--- src/rtl/mem_stage.sv ---
// Memory pipeline stage: turns execute-stage load/store ops into a single-beat
// memory request, aligns and extends load data, and reports a one-cycle writeback.
module mem_stage #(
  parameter int unsigned DATA_WIDTH = 64,
  parameter int unsigned ADDR_WIDTH = 64,
  parameter int unsigned TIMEOUT    = 16
) (
  input  logic                    clk,
  input  logic                    rst,
  input  logic                    in_valid,
  output logic                    in_ready,
  input  logic                    in_is_load,
  input  logic                    in_is_store,
  input  logic [1:0]              in_size,
  input  logic                    in_unsigned,
  input  logic [ADDR_WIDTH-1:0]   in_addr,
  input  logic [DATA_WIDTH-1:0]   in_wdata,
  input  logic [4:0]              in_rd,
  input  logic [DATA_WIDTH-1:0]   in_alu_result,
  input  logic                    in_flush,
  output logic                    mem_req_valid,
  input  logic                    mem_req_ready,
  output logic                    mem_req_we,
  output logic [ADDR_WIDTH-1:0]   mem_req_addr,
  output logic [DATA_WIDTH-1:0]   mem_req_wdata,
  output logic [DATA_WIDTH/8-1:0] mem_req_wstrb,
  input  logic                    mem_resp_valid,
  input  logic [DATA_WIDTH-1:0]   mem_resp_rdata,
  output logic                    out_valid,
  output logic [4:0]              out_rd,
  output logic [DATA_WIDTH-1:0]   out_data,
  output logic [1:0]              out_exc
);

  localparam int unsigned NB = DATA_WIDTH / 8;
  localparam int unsigned LW = $clog2(NB);

  localparam logic [1:0] S_IDLE = 2'd0;
  localparam logic [1:0] S_REQ  = 2'd1;
  localparam logic [1:0] S_WAIT = 2'd2;
  localparam logic [1:0] S_DONE = 2'd3;

  localparam logic [7:0] CNT_LAST = 8'(TIMEOUT - 1);

  localparam logic [1:0] EXC_NONE    = 2'd0;
  localparam logic [1:0] EXC_MISALGN = 2'd1;
  localparam logic [1:0] EXC_TIMEOUT = 2'd2;
  localparam logic [1:0] EXC_ILLEGAL = 2'd3;

  logic [1:0]            r_state;
  logic                  r_we;
  logic [1:0]            r_size;
  logic                  r_unsigned;
  logic [ADDR_WIDTH-1:0] r_addr;
  logic [DATA_WIDTH-1:0] r_wdata;
  logic [4:0]            r_rd;
  logic                  r_killed;
  logic [7:0]            r_cnt;
  logic [4:0]            r_out_rd;
  logic [DATA_WIDTH-1:0] r_out_data;
  logic [1:0]            r_out_exc;

  logic                  w_is_mem;
  logic                  w_illegal;
  logic                  w_misal;
  logic [LW-1:0]         w_off;
  logic [DATA_WIDTH-1:0] w_shift;
  logic [DATA_WIDTH-1:0] w_size_mask;
  logic                  w_sign;
  logic [DATA_WIDTH-1:0] w_load;
  logic [NB-1:0]         w_strb;
  logic                  w_kill_now;

  assign w_is_mem  = in_is_load | in_is_store;
  assign w_illegal = (in_is_load & in_is_store) | ((in_size == 2'd3) && (DATA_WIDTH == 32));
  assign w_off     = r_addr[LW-1:0];

  always_comb begin
    w_misal = 1'b0;
    case (in_size)
      2'd0:    w_misal = 1'b0;
      2'd1:    w_misal = in_addr[0];
      2'd2:    w_misal = |in_addr[1:0];
      default: w_misal = |in_addr[2:0];
    endcase
  end

  // Size mask is shared by load truncation and store data masking.
  always_comb begin
    w_size_mask = '0;
    for (int unsigned i = 0; i < DATA_WIDTH; i++)
      w_size_mask[i] = (i < (32'd8 << r_size));
    w_shift = mem_resp_rdata >> {w_off, 3'b000};
    w_sign  = 1'b0;
    case (r_size)
      2'd0:    w_sign = w_shift[7];
      2'd1:    w_sign = w_shift[15];
      2'd2:    w_sign = w_shift[31];
      default: w_sign = w_shift[DATA_WIDTH-1];
    endcase
    w_load = w_shift & w_size_mask;
    if (!r_unsigned && w_sign)
      w_load = w_load | ~w_size_mask;
  end

  always_comb begin
    w_strb = '0;
    for (int unsigned j = 0; j < NB; j++)
      w_strb[j] = r_we && (j >= 32'(w_off)) && (j < 32'(w_off) + (32'd1 << r_size));
  end

  assign in_ready      = (r_state == S_IDLE) && !in_flush;
  assign mem_req_valid = (r_state == S_REQ) && !in_flush;
  assign mem_req_we    = r_we;
  assign mem_req_addr  = {r_addr[ADDR_WIDTH-1:LW], {LW{1'b0}}};
  assign mem_req_wdata = (r_wdata & w_size_mask) << {w_off, 3'b000};
  assign mem_req_wstrb = w_strb;
  assign out_valid     = (r_state == S_DONE) && !in_flush;
  assign out_rd        = r_out_rd;
  assign out_data      = r_out_data;
  assign out_exc       = r_out_exc;

  assign w_kill_now = r_killed | in_flush;

  always_ff @(posedge clk or negedge rst) begin
    if (!rst) begin
      r_state    <= S_IDLE;
      r_we       <= 1'b0;
      r_size     <= '0;
      r_unsigned <= 1'b0;
      r_addr     <= '0;
      r_wdata    <= '0;
      r_rd       <= '0;
      r_killed   <= 1'b0;
      r_cnt      <= '0;
      r_out_rd   <= '0;
      r_out_data <= '0;
      r_out_exc  <= EXC_NONE;
    end else begin
      case (r_state)
        S_IDLE: begin
          if (in_valid && !in_flush) begin
            r_killed   <= 1'b0;
            r_out_rd   <= in_rd;
            r_out_data <= '0;
            r_out_exc  <= EXC_NONE;
            if (!w_is_mem) begin
              r_out_data <= in_alu_result;
              r_state    <= S_DONE;
            end else if (w_illegal) begin
              r_out_exc <= EXC_ILLEGAL;
              r_state   <= S_DONE;
            end else if (w_misal) begin
              r_out_exc <= EXC_MISALGN;
              r_state   <= S_DONE;
            end else begin
              r_we       <= in_is_store;
              r_size     <= in_size;
              r_unsigned <= in_unsigned;
              r_addr     <= in_addr;
              r_wdata    <= in_wdata;
              r_rd       <= in_rd;
              r_state    <= S_REQ;
            end
          end
        end
        S_REQ: begin
          if (in_flush) begin
            r_state <= S_IDLE;
          end else if (mem_req_ready) begin
            r_cnt   <= '0;
            r_state <= S_WAIT;
          end
        end
        S_WAIT: begin
          if (in_flush)
            r_killed <= 1'b1;
          // A response in the last counted cycle wins over the timeout.
          if (mem_resp_valid) begin
            r_out_exc  <= EXC_NONE;
            r_out_data <= r_we ? '0 : w_load;
            r_out_rd   <= r_we ? 5'd0 : r_rd;
            r_state    <= w_kill_now ? S_IDLE : S_DONE;
          end else if (r_cnt == CNT_LAST) begin
            r_out_exc  <= EXC_TIMEOUT;
            r_out_data <= '0;
            r_out_rd   <= r_we ? 5'd0 : r_rd;
            r_state    <= w_kill_now ? S_IDLE : S_DONE;
          end else begin
            r_cnt <= r_cnt + 8'd1;
          end
        end
        default: r_state <= S_IDLE;
      endcase
    end
  end

endmodule

--- config.mk ---
export PLATFORM = sky130hd
export DESIGN_NAME = mem_stage
export DESIGN_NICKNAME = d
export VERILOG_FILES = /design/src/rtl/mem_stage.sv
export SDC_FILE = /design/constraint.sdc
export NUM_CORES = 1
export LEC_CHECK = 0
export CAP_MARGIN = 20
export CORE_MARGIN = 2
export CORE_UTILIZATION = 30
export DETAILED_ROUTE_END_ITERATION = 10
export DONT_BUFFER_PORTS = 1
export PLACE_DENSITY = 0.44
export SLEW_MARGIN = 10
export SYNTH_ARGS = -nofsm -noshare
export SYNTH_HDL_FRONTEND = slang
export SYNTH_SLANG_ARGS = --single-unit
--- constraint.sdc ---
create_clock -name clk -period 5 [get_ports clk]
set_input_delay 0.25 -clock clk [delete_from_list [all_inputs] [get_ports clk]]
set_output_delay 0.25 -clock clk [all_outputs]
set_load 0.01 [all_outputs]
==> results of run 1 <==
## area by class of cell
cell class	instances	area (um2)	area share, %
Clock inverter	10	154	0.934
Clock buffer	37	773	4.69
Sequential cell	219	5490	33.3
Antenna cell	2	5.00	0.0304
Inverter	19	71.3	0.433
Tap cell	592	741	4.49
Timing Repair Buffer	232	2290	13.9
Multi-Input combinational cell	963	6960	42.2
## stage by stage
step                instance area (um2)  utilization (%)
CTS                               16500             37.1
global placement                  13400             30.1
finish                            16500             37.1
floorplan                         13600                -
detailed placement                13400             30.1
global route                      16500             37.1
## cell usage after synthesis (3+ instances only)
cell	instances	area (um2)
a211oi_1	18	135
ha_1	4	50.1
buf_1	12	45.0
and2_1	19	119
a32o_1	7	70.1
o22a_1	3	26.3
a31oi_1	18	113
nor2b_1	9	56.3
mux2_2	182	2050
buf_6	9	101
buf_2	42	210
a2bb2oi_1	9	78.8
nor3_1	17	85.1
a21oi_2	11	96.3
nor2_1	99	372
a32oi_1	7	61.3
o21bai_1	7	52.6
a211oi_2	4	50.1
nand2_1	125	469
mux4_2	8	180
o21ai_2	10	87.6
a221oi_1	13	114
o21ai_0	57	285
dfrtp_1	219	5480
mux2i_1	57	571
o22ai_1	25	156
buf_4	72	541
a22oi_1	49	368
o211ai_1	7	52.6
o21ai_1	20	100
nand3_1	15	75.1
and3_1	8	50.1
clkbuf_1	47	176
a21oi_1	87	435
inv_1	18	67.6
nand4_1	3	18.8
o2111ai_1	14	123
nor3b_1	5	37.5
nand2b_1	9	56.3
## power breakdown
part / switching [mW] / total (mW) / internal (mW)
Combinational: 2.87 / 4.90 / 2.03
Clock: 0.806 / 2.05 / 1.24
Sequential: 1.30 / 3.87 / 2.57
Total: 4.98 / 10.8 / 5.84
## cell families (layout without fill, tap and decap cells)
kind of cell    count (synthesis)  after routing  share of synthesized area, %
simple gates                  323            323                          10.7
xor+xnor                        3              3                         0.194
fa+ha+maj                       5              5                         0.443
other cells                     1              5                        0.0277
mux                           247            247                          20.7
buf+inv                       202            298                          8.48
flops                         219            219                          40.4
compound gates                382            382                          19.0
## sequential cells by signal, summed over array words and instances, names as in the netlist
| register | flops |
|---|---|
| out_rd | 5 |
| r_rd | 5 |
| mem_req_we | 1 |
| r_size | 2 |
| r_cnt | 8 |
| r_unsigned | 1 |
| r_wdata | 64 |
| r_state | 2 |
| out_exc | 2 |
| r_addr | 64 |
| r_killed | 1 |
| out_data | 64 |
## how the worst max path moves through the flow
stage / endpoint / slack (ns) / cells after the start
after global placement: mem_req_wstrb[2] / 1.31 / 10
after floorplan: mem_req_wstrb[2] / 1.99 / 12
after global routing: mem_req_wstrb[2] / 0.34 / 10
final: mem_req_wstrb[2] / 0.65 / 10
after detailed placement: mem_req_wstrb[2] / 1.29 / 10
after CTS: mem_req_wstrb[2] / 0.65 / 10
## metal layers
| layer | GRT usage, % | vias up | wire (um) |
|---|---|---|---|
| met5 | 0 | - | 0 |
| met4 | 6.71 | 0 | 1600 |
| met3 | 6.78 | 79 | 5440 |
| met2 | 38.9 | 525 | 26600 |
| met1 | 27.0 | 5565 | 20900 |
| li1 | - | 5142 | - |
==> summary.md, run 1 <==
| Metric | Value |
|---|---|
| Reg-to-reg endpoint | `out_data[57]` |
| Number of global-route vias before repair | `roughly 12000` |
| Post-route setup TNS | `0 ns` |
| Start point of the critical path | `r_size[1]` |
| Hold buffer count at CTS | `roughly 220` |
| CTS H-Tree Depth | `1` |
| R2r worst-path depth | `7` |
| First-pass GRT wire length | `79.7 mm` |
| Initial Utilization | `about 31%` |
| Clock Tree Buf Depth | `3` |
| Critical path arrival | `roughly 4 ns` |
| Detail-routed net length per standard cell | `approximately 26 um` |
| Final routed wirelength across all metal layers | `54.6 mm` |
| Number of violations of the max-capacitance limit | `0` |
| Pre-antenna DRT Iters | `5` |
| Pin count of the biggest net entering global routing | `between 200 and 250` |
| Post-synth EDFFs | `0` |
| Worst r2r src | `r_addr[1]` |
| Critical Path Sink Type | `output pin` |
| Required time of the critical path | `around 4.8 ns` |
| Overflow left after global routing | `0` |
| Clock tree from TritonCTS | `yes` |
| Result of the run | `finished, violations left` |
| Count of filler cells inserted in the layout | `approximately 4500` |
| Worst IR drop on VDD | `about 0.30 mV` |
| Part of the cycle the worst path needs | `87.1%` |
| Post-route ant nets | `0` |
| Total Die Area | `46900 um2` |
| Least setup slack across all paths after layout | `0.647 ns` |
| Count of unique library cells instantiated by Yosys | `between 70 and 80` |
| Minimum clock period | `4.35 ns` |
| Most used flip-flop cell after synthesis | `dfrtp_1` |
| Initial antenna violation count | `4` |
| Cell with the biggest individual delay on the critical path | `a221oi_1` |
| Final RePlAce weighted congestion | `around 0.91` |
| Clock net sink count | `approximately 220` |
| Kind of cell adding the most delay to the critical path | `compound AO/OA/AOI/OAI gates` |
| Share of layout cells above drive strength 1 | `about 20%` |
| Clock network latency to the later pin of the worst-skew pair | `roughly 0.57 ns` |
| Worst-case hold slack | `-0.619 ns` |
| CTS root buf | `clkbuf_16` |
| Die W | `about 220 um` |
| Most common cell after layout, fill and taps aside | `dlygate4sd3_1` |
| Async set or reset register ratio after synthesis | `100%` |
| Setup violators final | `0` |
| Static Leak | `between 6 and 7 nW` |
| Slew Limit Fails | `0` |
| 1st-iter DRT viols | `~750` |
| Critical path's largest stage delay | `around 0.91 ns` |
| Area growth from synthesis to layout | `21.6%` |
| Post-CTS repair timing setup buffer count | `0` |
| Worst hold path class | `primary input to async pin` |
| Number of buffers and inverters on the critical path | `2` |
| CTS clk-pin slew, worst paths | `about 0.06 ns` |
| Floorplan core area | `approximately 44000 um2` |
| Cell area after technology mapping | `13600 um2` |
| Violations in the final reports | `hold timing` |
| Vias per cell | `between 5 and 6` |
| Total power of the final layout | `10.8 mW` |
| Mean cell area of the mapped netlist | `9.81 um2` |
| Power density normalized to cell area | `between 600 and 700 nW/um2` |
| Post-detailed-placement half-perimeter wirelength | `40.2 mm` |
| Setup WS pre-CTS | `approximately 1.3 ns` |
| Top Ports | `about 480` |
| Max-slew headroom | `a little over a quarter` |
| WS Path Type | `register to output pin` |
| Crit-path most repeated cell | `ha_1` |
| Remaining routing DRC violations | `0` |
| Hold violation total from the final report | `around 220` |
| Number of cells in the design after placement | `roughly 1800` |
| Total of buffers placed on input and output ports | `0` |
| Number of register bits inferred by synthesis | `about 220` |
| Number of clock buffers inserted by TritonCTS | `27` |
| Vias post-DR | `11311` |
| Core Rows | `77` |
| Proportion of synthesized chip area in sequential cells | `between 40 and 50%` |
| GRT Total Usage | `22.5%` |
| Number of instances in the synthesized netlist | `~1400` |
| Filler-free cell count of the finished design | `around 2100` |
| Count of synthesis-stage warnings from yosys | `0` |
| Cell-by-cell trace of the critical path | `buf_4, or2_2, inv_1, ha_1, ha_1, nor2b_1, o22ai_1, a221oi_1, a21oi_1, a2bb2oi_1` |
| Fmax | `230 MHz` |
| Critical path launch point type | `register` |
| Chip Height | `roughly 220 um` |
| Total number of nets in the final design | `~1700` |
| Measured slew at the worst slew-check pin | `about 1.1 ns` |
| Setup slack of the most critical reg-to-reg path | `approximately 1.1 ns` |
| Setup repair after global routing missed its margin | `no` |
| Skew final | `around 0.017 ns` |
| CTS resizes | `0` |
| Worst Path Max Fanout | `18` |
| Most used cells in the layout excluding fill and tap cells | `dlygate4sd3_1 (218), dfrtp_1 (216), mux2_2 (182)` |
No activity file was read; power rests on OpenSTA's default activity.
==> run 2, diff against run 1 <==
clock period = 4.4 ns   (was 5 ns; I/O delays follow)
==> run 2 against run 1 <==
Net effect:
- the run still ends with hold timing left
- via count about the same
- cell count up 0.34%
- largest power group unchanged
- clock skew decreased by 0.0063 ns
- highest routed layer unchanged
- global-route usage rose by 0.071 points
==> summary.md, run 2 (synthesized netlist as in run 1, its figures left out) <==
| Metric | Value |
|---|---|
| Total Die Area | `46900 um2` |
| Pin count of the biggest net entering global routing | `220` |
| Initial antenna violation count | `4` |
| Vias per cell | `between 5 and 6` |
| Portion of total power attributed to combinational logic | `around 47%` |
| Most common cell after layout, fill and taps aside | `dlygate4sd3_1` |
| Number of global-route vias before repair | `11604` |
| Switching power as a share of total power | `about 46%` |
| Most used cells in the layout excluding fill and tap cells | `dlygate4sd3_1 (225), dfrtp_1 (216), mux2_2 (182)` |
| Max-slew headroom | `between 20 and 30%` |
| Clk pwr share | `17.7%` |
| Pre-antenna DRT Iters | `5` |
| Required time of the critical path | `4.83 ns` |
| Setup repair after global routing missed its margin | `no` |
| Skew final | `~0.011 ns` |
| Design internal power | `around 6.6 mW` |
| Top Ports | `around 480` |
| Number of buffers and inverters on the critical path | `1` |
| Filler-free cell count of the finished design | `around 2100` |
| Clock network latency to the later pin of the worst-skew pair | `0.56 ns` |
| Worst hold path class | `primary input to async pin` |
| Worst Path Max Fanout | `60` |
| 1st-iter DRT viols | `approximately 870` |
| Post-detailed-placement half-perimeter wirelength | `approximately 40 mm` |
| Number of clock buffers inserted by TritonCTS | `27` |
| Area growth from synthesis to layout | `21.8%` |
| Final RePlAce weighted congestion | `0.890` |
| Design Area, Final | `around 17000 um2` |
| Die W | `217 um` |
| Critical Path Sink Type | `register` |
| Total number of nets in the final design | `approximately 1700` |
| Final routed wirelength across all metal layers | `54.7 mm` |
| Power density normalized to cell area | `roughly 740 nW/um2` |
| Worst IR drop on VDD | `0.332 mV` |
| First-pass GRT wire length | `between 70 and 80 mm` |
| Total of buffers placed on input and output ports | `0` |
| Detail-routed net length per standard cell | `between 20 and 30 um` |
| NetSw | `roughly 5.7 mW` |
| Clock tree from TritonCTS | `yes` |
| Remaining routing DRC violations | `0` |
| Measured slew at the worst slew-check pin | `about 1.1 ns` |
| Cell with the biggest individual delay on the critical path | `dfrtp_4` |
| Core Rows | `77` |
| Cell area reported after detailed placement | `13400 um2` |
| Count of filler cells inserted in the layout | `between 4000 and 5000` |
| Post-route setup TNS | `0 ns` |
| Overflow left after global routing | `0` |
| Number of cells in the design after placement | `around 1800` |
| Critical path launch point type | `register` |
| Critical path's largest stage delay | `roughly 0.90 ns` |
| Cell-by-cell trace of the critical path | `nand2b_1, o22a_1, a32oi_1, a21oi_2, a21oi_1, dlygate4sd3_1` |
| Floorplan core area | `about 44000 um2` |
| Vias post-DR | `approximately 11000` |
| Minimum clock period | `around 3.8 ns` |
| Slew Limit Fails | `0` |
| Clock net sink count | `around 220` |
| Chip Height | `roughly 220 um` |
| CTS clk-pin slew, worst paths | `around 0.060 ns` |
| Clock Tree Buf Depth | `3` |
| Initial Utilization | `30.5%` |
| Static Leak | `roughly 6.8 nW` |
| Setup violators final | `0` |
| Fraction of the core area covered by cells at the end of the flow | `37.2%` |
| Part of the cycle the worst path needs | `approximately 86%` |
| Register share of total power | `roughly 36%` |
| Kind of cell adding the most delay to the critical path | `compound AO/OA/AOI/OAI gates` |
| CTS root buf | `clkbuf_16` |
| Post-route ant nets | `0` |
| Hold violation total from the final report | `between 200 and 250` |
| Worst-case hold slack | `-0.647 ns` |
| Result of the run | `finished, violations left` |
| GRT Total Usage | `between 20% and 30%` |
| CTS H-Tree Depth | `1` |
| Number of violations of the max-capacitance limit | `0` |
| Fmax | `~260 MHz` |
| Share of layout cells above drive strength 1 | `between 10% and 20%` |
| Critical path arrival | `around 4.2 ns` |
| WS Path Type | `register to register` |
| Violations in the final reports | `hold timing` |
-- run 2: cell types whose count changed in the layout (fill, tap and decap cells not counted), sizes merged --
cell         previous run  this run
buf                    14        17
dlygate4sd3           218       225
clkbuf                 37        36
clkinvlp                1         0
inv                    22        20
bufinv                  3         1
clkinv                  3         6
-- run 2: path summary, 6_finish.rpt --
path | start | end | slack [ns] | cells past startpoint
max | r_addr[2] | out_data[16] | 0.60 | 6
min | rst | out_rd[0] | -0.65 | 0
max reg2reg | r_addr[2] | out_data[16] | 0.60 | 6
min reg2reg | r_cnt[7] | r_cnt[7] | 0.49 | 1
max in group asynchronous | rst | r_addr[2] | 4.73 | 0
min in group clk | mem_resp_rdata[58] | out_data[50] | 0.01 | 3
-- run 2: layout make-up --
cell class / instances / area, um2 / area share [%]
multi-input cells: 963 / 6960 / 42.2
clock buffers: 36 / 759 / 4.60
diodes: 2 / 5.00 / 0.0303
repair buffers: 242 / 2390 / 14.5
clock inverters: 8 / 91.3 / 0.553
flip-flops and latches: 219 / 5490 / 33.3
well taps: 592 / 741 / 4.49
inverters: 19 / 71.3 / 0.432
-- run 2: repair_timing --
item,in CTS,in global routing
hold buffers,224,1
setup buffers,0,0
setup endpoints to repair,0,1
endpoints found under the hold margin,435,220
gates resized for setup,0,1
-- run 2: power by group through the flow --
stage                     Clock [mW]  Combinational, mW  Sequential (mW)
final                           2.17               5.75             4.35
after global routing            2.32               6.25             4.48
after CTS                       2.24               5.74             4.36
after detailed placement           0               5.46             4.38
after global placement             0               5.41             4.37
after floorplan                    0               5.01             3.47
-- run 2: metrics by stage --
step	total power, mW	hold WS [ns]	setup WS [ns]
4_1_cts	12.3	-0.671	0.296
2_1_floorplan	8.48	-0.0756	1.42
5_1_grt	13.1	-0.676	0.350
3_5_place_dp	9.84	-0.0670	0.931
6_report	12.3	-0.647	0.601
3_3_place_gp	9.78	-0.0659	0.992
-- run 2: per-layer routing --
| metal | vias up | global-route usage [%] | part of all wire (%) |
|---|---|---|---|
| met5 | - | 0 | 0 |
| met4 | 0 | 5.62 | 2.6 |
| met3 | 71 | 7.49 | 9.7 |
| met2 | 503 | 39.4 | 49 |
| met1 | 5602 | 26.8 | 38 |
| li1 | 5141 | - | - |
